==> config.mk <==
export PLATFORM = sky130hd
export DESIGN_NAME = unif_buf_writer
export DESIGN_NICKNAME = d
export VERILOG_FILES = /design/src/rtl/unif_buf_pkg.sv /design/src/rtl/unif_buf_lane_packer.sv /design/src/rtl/unif_buf_writer.sv
export SDC_FILE = /design/constraint.sdc
export NUM_CORES = 1
export LEC_CHECK = 0
export BUFFER_PORTS_ARGS = -buffer_cell sky130_fd_sc_hd__buf_2
export CORE_MARGIN = 3
export CORE_UTILIZATION = 40
export DETAILED_ROUTE_END_ITERATION = 12
export PLACE_DENSITY = 0.62
export SKIP_LAST_GASP = 1
export SLEW_MARGIN = 20
export SYNTH_ARGS = -nofsm -noshare
export SYNTH_HDL_FRONTEND = slang
export SYNTH_SLANG_ARGS = --single-unit
==> constraint.sdc <==
create_clock -name clk -period 15.5 [get_ports clk]
set_input_delay 0.775 -clock clk [delete_from_list [all_inputs] [get_ports clk]]
set_output_delay 0.775 -clock clk [all_outputs]
set_load 0.02 [all_outputs]
==> src/rtl/unif_buf_pkg.sv <==
// Shared contract between the unified-buffer patch reader and the writer:
// word geometry, lane/byte mapping helpers and the writer state encoding.
package unif_buf_pkg;

    localparam int WORD_BYTES = 16;
    localparam int LANES      = 4;
    localparam int BEAT_BYTES = WORD_BYTES / LANES;

    // Default layer limits; the writer derives the same address width from its own parameters.
    localparam int UB_MAX_IMG_W    = 64;
    localparam int UB_MAX_IMG_H    = 64;
    localparam int UB_MAX_CHANNELS = 64;
    localparam int UB_ADDR_W       = $clog2(UB_MAX_IMG_W * UB_MAX_IMG_H * UB_MAX_CHANNELS / LANES);

    typedef logic [UB_ADDR_W-1:0] addr_t;

    // Byte offset k of a word lives at bits [(15-k)*8 +: 8].
    function automatic int byte_lsb(input int k);
        return (WORD_BYTES - 1 - k) * 8;
    endfunction

    // Lane 0 (din0) owns the MSB of the write-enable mask.
    function automatic int lane_we_bit(input int lane);
        return LANES - 1 - lane;
    endfunction

    typedef enum logic [1:0] {
        ST_IDLE = 2'd0,
        ST_FILL = 2'd1,
        ST_DONE = 2'd2
    } wr_state_t;

endpackage

==> src/rtl/unif_buf_lane_packer.sv <==
// Collects 32-bit beats into four lane registers and presents a complete
// (or final partial) word together with its MSB-first lane enable mask.
module unif_buf_lane_packer
    import unif_buf_pkg::*;
(
    input  logic                   clk,
    input  logic                   reset,
    input  logic                   clear,
    input  logic                   beat_fire,
    input  logic                   beat_final,
    input  logic [31:0]            beat_data,
    output logic                   word_fire,
    output logic [LANES-1:0]       word_we,
    output logic [LANES-1:0][31:0] word_data
);

    logic [1:0]  lane_reg;
    logic [31:0] lane_data_reg [LANES];

    // A word is handed off when the last lane fills or the layer's final beat arrives.
    assign word_fire = beat_fire && ((lane_reg == 2'd3) || beat_final);

    // Lane pointer: restarts at 0 in the same cycle a word is handed off.
    always_ff @(posedge clk) begin
        if (reset || clear) begin
            lane_reg <= 2'd0;
        end else if (word_fire) begin
            lane_reg <= 2'd0;
        end else if (beat_fire) begin
            lane_reg <= lane_reg + 2'd1;
        end
    end

    generate
        for (genvar gi = 0; gi < LANES; gi++) begin : g_lane
            // Capture the beat into its lane; stale contents are masked below.
            always_ff @(posedge clk) begin
                if (beat_fire && (lane_reg == 2'(gi))) begin
                    lane_data_reg[gi] <= beat_data;
                end
            end

            // Earlier lanes come from registers, the current lane bypasses the
            // incoming beat so a word is complete without a bubble.
            assign word_we[lane_we_bit(gi)] = (2'(gi) <= lane_reg);
            assign word_data[gi] = (2'(gi) <  lane_reg) ? lane_data_reg[gi] :
                                   (2'(gi) == lane_reg) ? beat_data : 32'd0;
        end
    endgenerate

endmodule

==> src/rtl/unif_buf_writer.sv <==
// Unified-buffer writer: packs a stream of 32-bit HWC beats into 128-bit
// words and issues registered lane-enabled writes to the buffer RAM.
// Optional build macro UNIF_BUF_WR_CHECK_EN enables in_last protocol
// checking (sticky err) and a simulation assertion against mid-word stalls.
module unif_buf_writer
    import unif_buf_pkg::*;
#(
    parameter  int MAX_IMG_W    = 64,
    parameter  int MAX_IMG_H    = 64,
    parameter  int MAX_CHANNELS = 64,
    localparam int ADDR_W       = $clog2(MAX_IMG_W * MAX_IMG_H * MAX_CHANNELS / 4)
) (
    input  logic                           clk,
    input  logic                           reset,
    input  logic                           start,
    input  logic [$clog2(MAX_IMG_W):0]     cfg_img_w,
    input  logic [$clog2(MAX_IMG_H):0]     cfg_img_h,
    input  logic [$clog2(MAX_CHANNELS):0]  cfg_channels,
    input  logic [ADDR_W-1:0]              cfg_base_addr,
    input  logic                           in_valid,
    output logic                           in_ready,
    input  logic [31:0]                    in_data,
    input  logic                           in_last,
    output logic [3:0]                     ram_we,
    output logic [ADDR_W-1:0]              ram_addr,
    output logic [31:0]                    ram_din0,
    output logic [31:0]                    ram_din1,
    output logic [31:0]                    ram_din2,
    output logic [31:0]                    ram_din3,
    output logic                           busy,
    output logic                           done,
    output logic [ADDR_W:0]                words_written,
    output logic                           err
);

    localparam int W_W    = $clog2(MAX_IMG_W) + 1;
    localparam int H_W    = $clog2(MAX_IMG_H) + 1;
    localparam int C_W    = $clog2(MAX_CHANNELS) + 1;
    localparam int PROD_W = W_W + H_W + C_W;
    localparam int TB_W   = $clog2(MAX_IMG_W * MAX_IMG_H * MAX_CHANNELS / 4) + 1;

    wr_state_t              state_reg;
    logic [TB_W-1:0]        total_beats_reg;
    logic [TB_W-1:0]        beat_cnt_reg;
    logic [ADDR_W-1:0]      wr_addr_reg;
    logic [ADDR_W:0]        words_written_reg;
    logic                   err_reg;
    logic [3:0]             ram_we_reg;
    logic [ADDR_W-1:0]      ram_addr_reg;
    logic [LANES-1:0][31:0] ram_din_reg;

    logic [PROD_W-1:0]      layer_bytes;
    logic [TB_W-1:0]        total_beats_next;
    logic                   cfg_bad;
    logic                   start_ok;
    logic                   beat_fire;
    logic                   beat_final;
    logic                   word_fire;
    logic [LANES-1:0]       word_we;
    logic [LANES-1:0][31:0] word_data;

    // Full-width product so no layer inside the limits is truncated; /4 drops the low bits.
    assign layer_bytes      = PROD_W'(cfg_img_w) * PROD_W'(cfg_img_h) * PROD_W'(cfg_channels);
    assign total_beats_next = layer_bytes[TB_W+1:2];
    assign cfg_bad          = (total_beats_next == '0) || (cfg_channels[1:0] != 2'b00);

    assign start_ok   = start && (state_reg != ST_FILL);
    assign in_ready   = (state_reg == ST_FILL);
    assign beat_fire  = in_valid && in_ready;
    assign beat_final = (beat_cnt_reg == total_beats_reg - TB_W'(1));

    unif_buf_lane_packer u_packer (
        .clk        (clk),
        .reset      (reset),
        .clear      (start_ok),
        .beat_fire  (beat_fire),
        .beat_final (beat_final),
        .beat_data  (in_data),
        .word_fire  (word_fire),
        .word_we    (word_we),
        .word_data  (word_data)
    );

    // Layer FSM, beat/word counters, write address and registered RAM port.
    always_ff @(posedge clk) begin
        if (reset) begin
            state_reg         <= ST_IDLE;
            total_beats_reg   <= '0;
            beat_cnt_reg      <= '0;
            wr_addr_reg       <= '0;
            words_written_reg <= '0;
            err_reg           <= 1'b0;
            ram_we_reg        <= 4'b0000;
            ram_addr_reg      <= '0;
            ram_din_reg       <= '0;
        end else begin
            ram_we_reg <= 4'b0000;
            case (state_reg)
                ST_IDLE, ST_DONE: begin
                    if (start) begin
                        total_beats_reg   <= total_beats_next;
                        beat_cnt_reg      <= '0;
                        words_written_reg <= '0;
                        wr_addr_reg       <= cfg_base_addr;
                        err_reg           <= cfg_bad;
                        state_reg         <= cfg_bad ? ST_DONE : ST_FILL;
                    end
                end
                ST_FILL: begin
                    if (beat_fire) begin
                        beat_cnt_reg <= beat_cnt_reg + TB_W'(1);
                        if (word_fire) begin
                            ram_we_reg        <= word_we;
                            ram_addr_reg      <= wr_addr_reg;
                            ram_din_reg       <= word_data;
                            wr_addr_reg       <= wr_addr_reg + ADDR_W'(1);
                            words_written_reg <= words_written_reg + (ADDR_W+1)'(1);
                        end
                        if (beat_final) begin
                            state_reg <= ST_DONE;
                        end
`ifdef UNIF_BUF_WR_CHECK_EN
                        // in_last must mark exactly the final beat of the layer.
                        if (in_last != beat_final) begin
                            err_reg <= 1'b1;
                        end
`endif
                    end
                end
                default: state_reg <= ST_IDLE;
            endcase
        end
    end

`ifdef UNIF_BUF_WR_CHECK_EN
    // The producer must not stall in the middle of a word (beat_cnt mod 4 is the lane).
    a_no_mid_word_drop: assert property (
        @(posedge clk) disable iff (reset)
        (state_reg == ST_FILL && $past(in_valid && in_ready) && beat_cnt_reg[1:0] != 2'd0)
        |-> in_valid
    );
`else
    logic unused_in_last;
    assign unused_in_last = in_last;
`endif

    assign ram_we        = ram_we_reg;
    assign ram_addr      = ram_addr_reg;
    assign ram_din0      = ram_din_reg[0];
    assign ram_din1      = ram_din_reg[1];
    assign ram_din2      = ram_din_reg[2];
    assign ram_din3      = ram_din_reg[3];
    assign busy          = (state_reg == ST_FILL);
    assign done          = (state_reg == ST_DONE);
    assign words_written = words_written_reg;
    assign err           = err_reg;

endmodule

-- Word level (Yosys, flattened, before mapping)
Memory sizes are Yosys's and may differ from the RTL's. A register that Yosys moved wholly into a read port is not among the register bits.
Cells that the tools add are included.
- add/subtract/negate cells: 5
- multiply operators: 2
- $lt $le $gt $ge: 7
- equality and inequality tests: 14
- mux-type cells: 38
- bitwise operators: 3
- reductions and logical operators: 26
- operators by type and width (kind ; number):
    2-to-1 mux 32 bit ; 9
    OR reduction 32 bit ; 3
    2-to-1 mux 17 bit ; 4
    case mux 17 bit (2 select lines) ; 2
    2-to-1 mux 16 bit ; 3
    adder 17 x 1 -> 17 bit, second input constant ; 2
    case mux 16 bit (2 select lines) ; 1
    multiplier 14 x 7 -> 19 bit ; 1
    equality test 17 bit ; 1
    logical NOT 17 bit ; 1
    subtractor 17 x 1 -> 17 bit, second input constant ; 1
    adder 16 x 1 -> 16 bit, second input constant ; 1
    multiplier 7 x 7 -> 14 bit ; 1
    2-to-1 mux 2 bit ; 7
    2-to-1 mux 1 bit ; 11
    AND reduction 3 bit ; 3
    inequality test 2 x 1 -> 1 bit, second input constant ; 4
    logical AND 1 bit ; 7
    equality test 2 bit, second input constant ; 3
    equality test 2 x 1 -> 1 bit, second input constant ; 2
    equality test 2 bit, first input constant ; 2
    less-or-equal comparator 1 x 2 -> 1 bit, first input constant ; 2
    less-or-equal comparator 2 bit, first input constant ; 2
    logical NOT 2 bit ; 2
    other kinds (13) ; 20
- register bits: 188
- RAM bits: 128
- bits of input ports: 74
- output and inout port bits: 169
- logic and storage cells: 108
- memories: 1
- memory list (name ; depth ; bits a word ; rd ports ; clocked after Yosys merged registers in ; write ports ; RTL line ; text):
    u_packer.lane_data_reg ; 4 ; 32 ; 4 ; 1 ; 1 ; unif_buf_lane_packer.sv:18 ; logic [31:0] lane_data_reg [LANES];

-- Logic depth before layout (Yosys ltp)
- depth after elaboration: 9
- mapped depth: 32

-- Hierarchy
From an unflattened synthesis, not the netlist that was laid out.
- cells, all modules: 2048
- area total of the unflattened synthesis: 17817.1 µm²
- by module, submodules not included (module ; times used ; cells each ; area an instance (µm²) ; sequential area each (µm²)):
    unif_buf_writer ; 1 ; 1642 ; 13221.4 ; 4364.2
    unif_buf_lane_packer ; 1 ; 406 ; 4595.7 ; 2922.8

-- Least setup slack after synthesis
OpenSTA, ideal clock, no wires.
- path kind: input port to flip-flop
- start: input cfg_img_w[0]
- end: register err_reg (netlist: err)
- library setup time: 0.065 ns
- arrival time: 8.735 ns
- data required time: 15.435 ns
- slack: 6.700 ns
- stages: 30
- path buffers: 1
- path through: clkbuf_1 nand2_1 fa_1 fa_1 fa_1 inv_1 fa_1 ha_1 nor3_1 nor2_1 a31oi_1 o21bai_1 a21oi_1 xnor2_1 and2_1 fa_1 inv_1 fa_1 fa_1 inv_1 fa_1 ha_1 a21oi_1 o21ai_1 a221oi_1 o31ai_1 xnor2_1 xnor3_1 o41a_1 nor2_1
- cells in the longest elaborated chain, start to end: 4
- ends and longest elaborated chain (element ; RTL line ; text):
    from (decl) ; unif_buf_writer.sv:16 ; input logic [$clog2(MAX_IMG_W):0] cfg_img_w,
    multiplier 7 x 7 -> 14 bit ; unif_buf_writer.sv:63 ; assign layer_bytes = PROD_W'(cfg_img_w) * PROD_W'(cfg_img_h) * PROD_W'(cfg_channels);
    multiplier 14 x 7 -> 19 bit ; unif_buf_writer.sv:63 ;
    logical NOT 17 bit ; unif_buf_writer.sv:65 ; assign cfg_bad = (total_beats_next == '0) || (cfg_channels[1:0] != 2'b00);
    logical OR 1 bit ; unif_buf_writer.sv:65 ;
    to (signal assigned) ; unif_buf_writer.sv:105 ; err_reg <= cfg_bad;
    to (decl) ; unif_buf_writer.sv:47 ; logic err_reg;
Every way passes these cells.
A chain may end at the register's enable or synchronous reset.

-- Worst setup path in the final report
- start: input cfg_img_w[0]
- end: register state_reg[0]
- cells in the longest elaborated chain, start to end: 7
- ends and longest elaborated chain (element ; RTL line ; text):
    multiplier 7 x 7 -> 14 bit ; unif_buf_writer.sv:63 ;
    multiplier 14 x 7 -> 19 bit ; unif_buf_writer.sv:63 ;
    logical NOT 17 bit ; unif_buf_writer.sv:65 ;
    logical OR 1 bit ; unif_buf_writer.sv:65 ;
    2-to-1 mux 2 bit ; unif_buf_writer.sv:106 ; state_reg <= cfg_bad ? ST_DONE : ST_FILL;
    2-to-1 mux 2 bit ; unif_buf_writer.sv:100 ; if (start) begin
    case mux 2 bit (2 select lines) ; unif_buf_writer.sv:98 ; case (state_reg)
    to (signal assigned) ; unif_buf_writer.sv:106 ;
    to (decl) ; unif_buf_writer.sv:42 ; wr_state_t state_reg;
Every way passes these cells. The select of a mux whose other input is x is not followed.

==> results.sh <==
export IMPL_outcome="complete, no violations"
export IMPL_critical_path_class="in2reg"
export IMPL_cp_endpoint="state_reg[0]$_SDFFE_PP0P_"
export IMPL_netlist_top_cell_by_area="dfxtp_1"
export IMPL_row_count=75
export IMPL_final_min_clock_period_ps=9270
export IMPL_ir_drop_uv=374
export IMPL_arrival_ps=9650
export IMPL_start_util_pct=40.8
export IMPL_async_reset_ff_share_pct=0
export IMPL_dr_pass1_iters=5
export IMPL_finalCritPeriodShare_pct=59.8
export IMPL_ys_flop_type="dfxtp_1"
export IMPL_required_ps=15880
export IMPL_track_usage_pct=19.3
export IMPL_io_pins=243
export IMPL_drt_iter0_markers=797
export IMPL_cts_clk_slew_worst_paths_ps=60
export IMPL_hp_class="reg2reg"
export IMPL_layout_setup_ws_ps=6230
export IMPL_largest_reg_flops=96
export IMPL_synthTopCellsByCount="dfxtp_1 (252), nor2_1 (213), nand2_1 (156)"
export IMPL_portBuffers=241
export IMPL_pre_cts_ws_ps=5700
export IMPL_final_hold_viol_count=0
export IMPL_max_freq_ghz=0.108
export IMPL_ant_nets=0
export IMPL_vias=13700
export IMPL_cts_inserted_buffers=36
export IMPL_syn_num_nets=2054
export IMPL_dieArea_sq_mm=0.0457
export IMPL_crit_start="cfg_img_w[0]"
export IMPL_syn_inst=1827
export IMPL_ys_seq_area_share_pct=40.4
export IMPL_root_buffer="clkbuf_16"
export IMPL_cts_hold_buf=0
export IMPL_grt_pass1_vias=13400
export IMPL_yosys_warnings=0
export IMPL_htreeDepth=2
export IMPL_timing_rr_end="ram_din0[20]$_SDFFE_PP0P_"
export IMPL_gp_congestion=0.858
export IMPL_placed_area_sq_mm=0.0189
export IMPL_grt_max_degree=95
export IMPL_drive_above_1_share_pct=18.2
export IMPL_cts_sinks=316
export IMPL_cts_tree="yes"
export IMPL_clock_latency_ps=540
export IMPL_cap_violations=0
export IMPL_p_per_area_mw_per_mm2=256
export IMPL_slew_viol_final=0
export IMPL_r2r_slack_ps=10770
export IMPL_power_internal_mw=2.79
export IMPL_setup_violations=0
export IMPL_avgViaCountPerCell=5.22
export IMPL_synth_area_per_cell_sq_um=9.45
export IMPL_clockBufferDepth=3
export IMPL_cp_end_kind="flip-flop"
export IMPL_slew_headroom_pct=27.1
export IMPL_slowest_delay_ps=540
export IMPL_synth_top_area_share_pct=29.2
export IMPL_comb_power_share_pct=65.3
export IMPL_worstSetupStartpointType="primary input"
export IMPL_nNetsFinal=2246
export IMPL_die_w_microns=214
export IMPL_wirelength_mm=44.9
export IMPL_switchingPower_mw=2.36
export IMPL_reg2reg_depth=12
export IMPL_crit_fanout=12
export IMPL_yosysMostFrequentCell="dfxtp_1"
export IMPL_drc=0
export IMPL_power_share_switching_pct=45.8
export IMPL_cts_resized=0
export IMPL_ys_types=68
export IMPL_grt_pass1_wl_mm=71.5
export IMPL_design_area_sq_mm=0.0201
export IMPL_power_leakage_nw=8.56
export IMPL_post_cts_buffers=0
export IMPL_reg2reg_from="total_beats_reg[0]$_SDFFE_PP0P_"
export IMPL_synth_seq_cells=316
export IMPL_cp_slowest_cell="fa_1"
export IMPL_synth_cell_area_sq_mm=0.0173
export IMPL_cp_common_cell="fa_1"
export IMPL_synth_edf_count=64
export IMPL_worst_slew_pin_slew_ps=1090
export IMPL_core_area_sq_mm=0.0423
export IMPL_syn_to_final_growth_pct=16.5
export IMPL_die_h_microns=214
export IMPL_clkPwrFrac_pct=16.7
export IMPL_hpwl_mm=31.4
export IMPL_rsz0062_at_grt="no"
export IMPL_antenna_found_initial=1
export IMPL_grt_ovfl_total=0
export IMPL_setup_tns_ps=0
export IMPL_clock_skew_ps=19.6
export IMPL_seqPwrFrac_pct=18.0
export IMPL_synthTopCellsByArea="dfxtp_1 (29%), edfxtp_1 (11%), fa_1 (9.5%)"
export IMPL_wl_per_cell_microns=17.1
-- through the flow --
| step | hold WS (ps) | util, % | instances | power [mW] |
|---|---|---|---|---|
| floorplan | 449 | - | 1827 | 3.57 |
| global placement | 452 | 44.6 | 2558 | 4.23 |
| detailed placement | 449 | 44.6 | 2558 | 4.27 |
| CTS | 448 | 47.5 | 2623 | 5.16 |
| global route | 470 | 47.5 | 2623 | 5.72 |
| finish | 469 | 47.5 | 2624 | 5.15 |
-- cell families after synthesis --
family | synth area share [%]
simple gates | 17.7
compound gates | 13.5
flops | 40.4
buf+inv | 5.29
fa+ha+maj | 14.7
mux | 5.35
xor+xnor | 3.12
-- power by group through the flow --
stage | Clock, mW | Combinational, mW | Sequential (mW)
after global placement | 0 | 3.29 | 0.939
final | 0.859 | 3.36 | 0.925
after floorplan | 0 | 2.65 | 0.927
after global routing | 0.915 | 3.88 | 0.930
after CTS | 0.882 | 3.36 | 0.924
after detailed placement | 0 | 3.33 | 0.942
-- final cells by class --
cell class	instances	area (sq um)
Antenna cell	1	2.50
Inverter	118	443
Fill cell	4048	22200
Clock inverter	12	149
Clock buffer	53	1060
Tap cell	577	722
Sequential cell	316	6970
Timing Repair Buffer	262	1370
Multi-Input combinational cell	1285	9400
-- worst min path at each step --
stage                                                          to                                   from  slack (ps)  cells after the start
after floorplan             u_packer.lane_data_reg[0][29]$_DFF_P_  u_packer.lane_data_reg[0][29]$_DFF_P_         450                      1
after CTS                 u_packer.lane_data_reg[2][10]$_DFFE_PP_                            in_data[10]         450                      1
after detailed placement                ram_din3[10]$_SDFFE_PP0P_              ram_din3[10]$_SDFFE_PP0P_         450                      1
final                       u_packer.lane_data_reg[0][19]$_DFF_P_  u_packer.lane_data_reg[0][19]$_DFF_P_         470                      1
after global routing      u_packer.lane_data_reg[2][10]$_DFFE_PP_                            in_data[10]         470                      1
after global placement                  ram_din3[12]$_SDFFE_PP0P_              ram_din3[12]$_SDFFE_PP0P_         450                      1
-- critical path, delay by kind of cell --
family | cells | cell delay, ps
AO/OA/AOI/OAI | 8 | 2010
buffers and inverters | 4 | 410
XOR/XNOR | 3 | 1160
AND/OR/NAND/NOR | 5 | 650
adder cells (fa/ha/maj) | 10 | 4640
-- layer usage --
| layer | global-route usage, % | share of wire [%] | vias up |
|---|---|---|---|
| met5 | 0 | 0.027 | - |
| met4 | 6.04 | 2.5 | 2 |
| met3 | 3.77 | 5.1 | 66 |
| met2 | 31.7 | 47 | 288 |
| met1 | 25.9 | 45 | 6624 |
| li1 | - | - | 6728 |
-- cells in the final DEF, fill, tap and decap left out, types with 6 or more instances in the layout --
| master | count |
|---|---|
| a2111oi_0 | 6 |
| o31ai_1 | 7 |
| edfxtp_1 | 64 |
| nand2b_1 | 6 |
| nor3_1 | 30 |
| and2_1 | 97 |
| mux2i_1 | 54 |
| or3_1 | 9 |
| clkbuf_16 | 36 |
| mux2_2 | 34 |
| nor4_1 | 6 |
| o21a_1 | 6 |
| or4_1 | 10 |
| clkbuf_1 | 7 |
| xor2_1 | 29 |
| inv_1 | 116 |
| o21ai_0 | 22 |
| nand2_1 | 156 |
| o41ai_1 | 7 |
| nand3_1 | 31 |
| buf_4 | 22 |
| and3_1 | 53 |
| a21oi_1 | 122 |
| o32ai_1 | 7 |
| clkbuf_8 | 10 |
| o211ai_1 | 9 |
| xnor2_1 | 30 |
| buf_2 | 240 |
| ha_1 | 70 |
| a211oi_1 | 73 |
| nor2_1 | 212 |
| a31oi_1 | 7 |
| nand4_1 | 9 |
| dfxtp_1 | 252 |
| fa_1 | 82 |
| a22o_1 | 32 |
(Power assumes the default switching activity.)
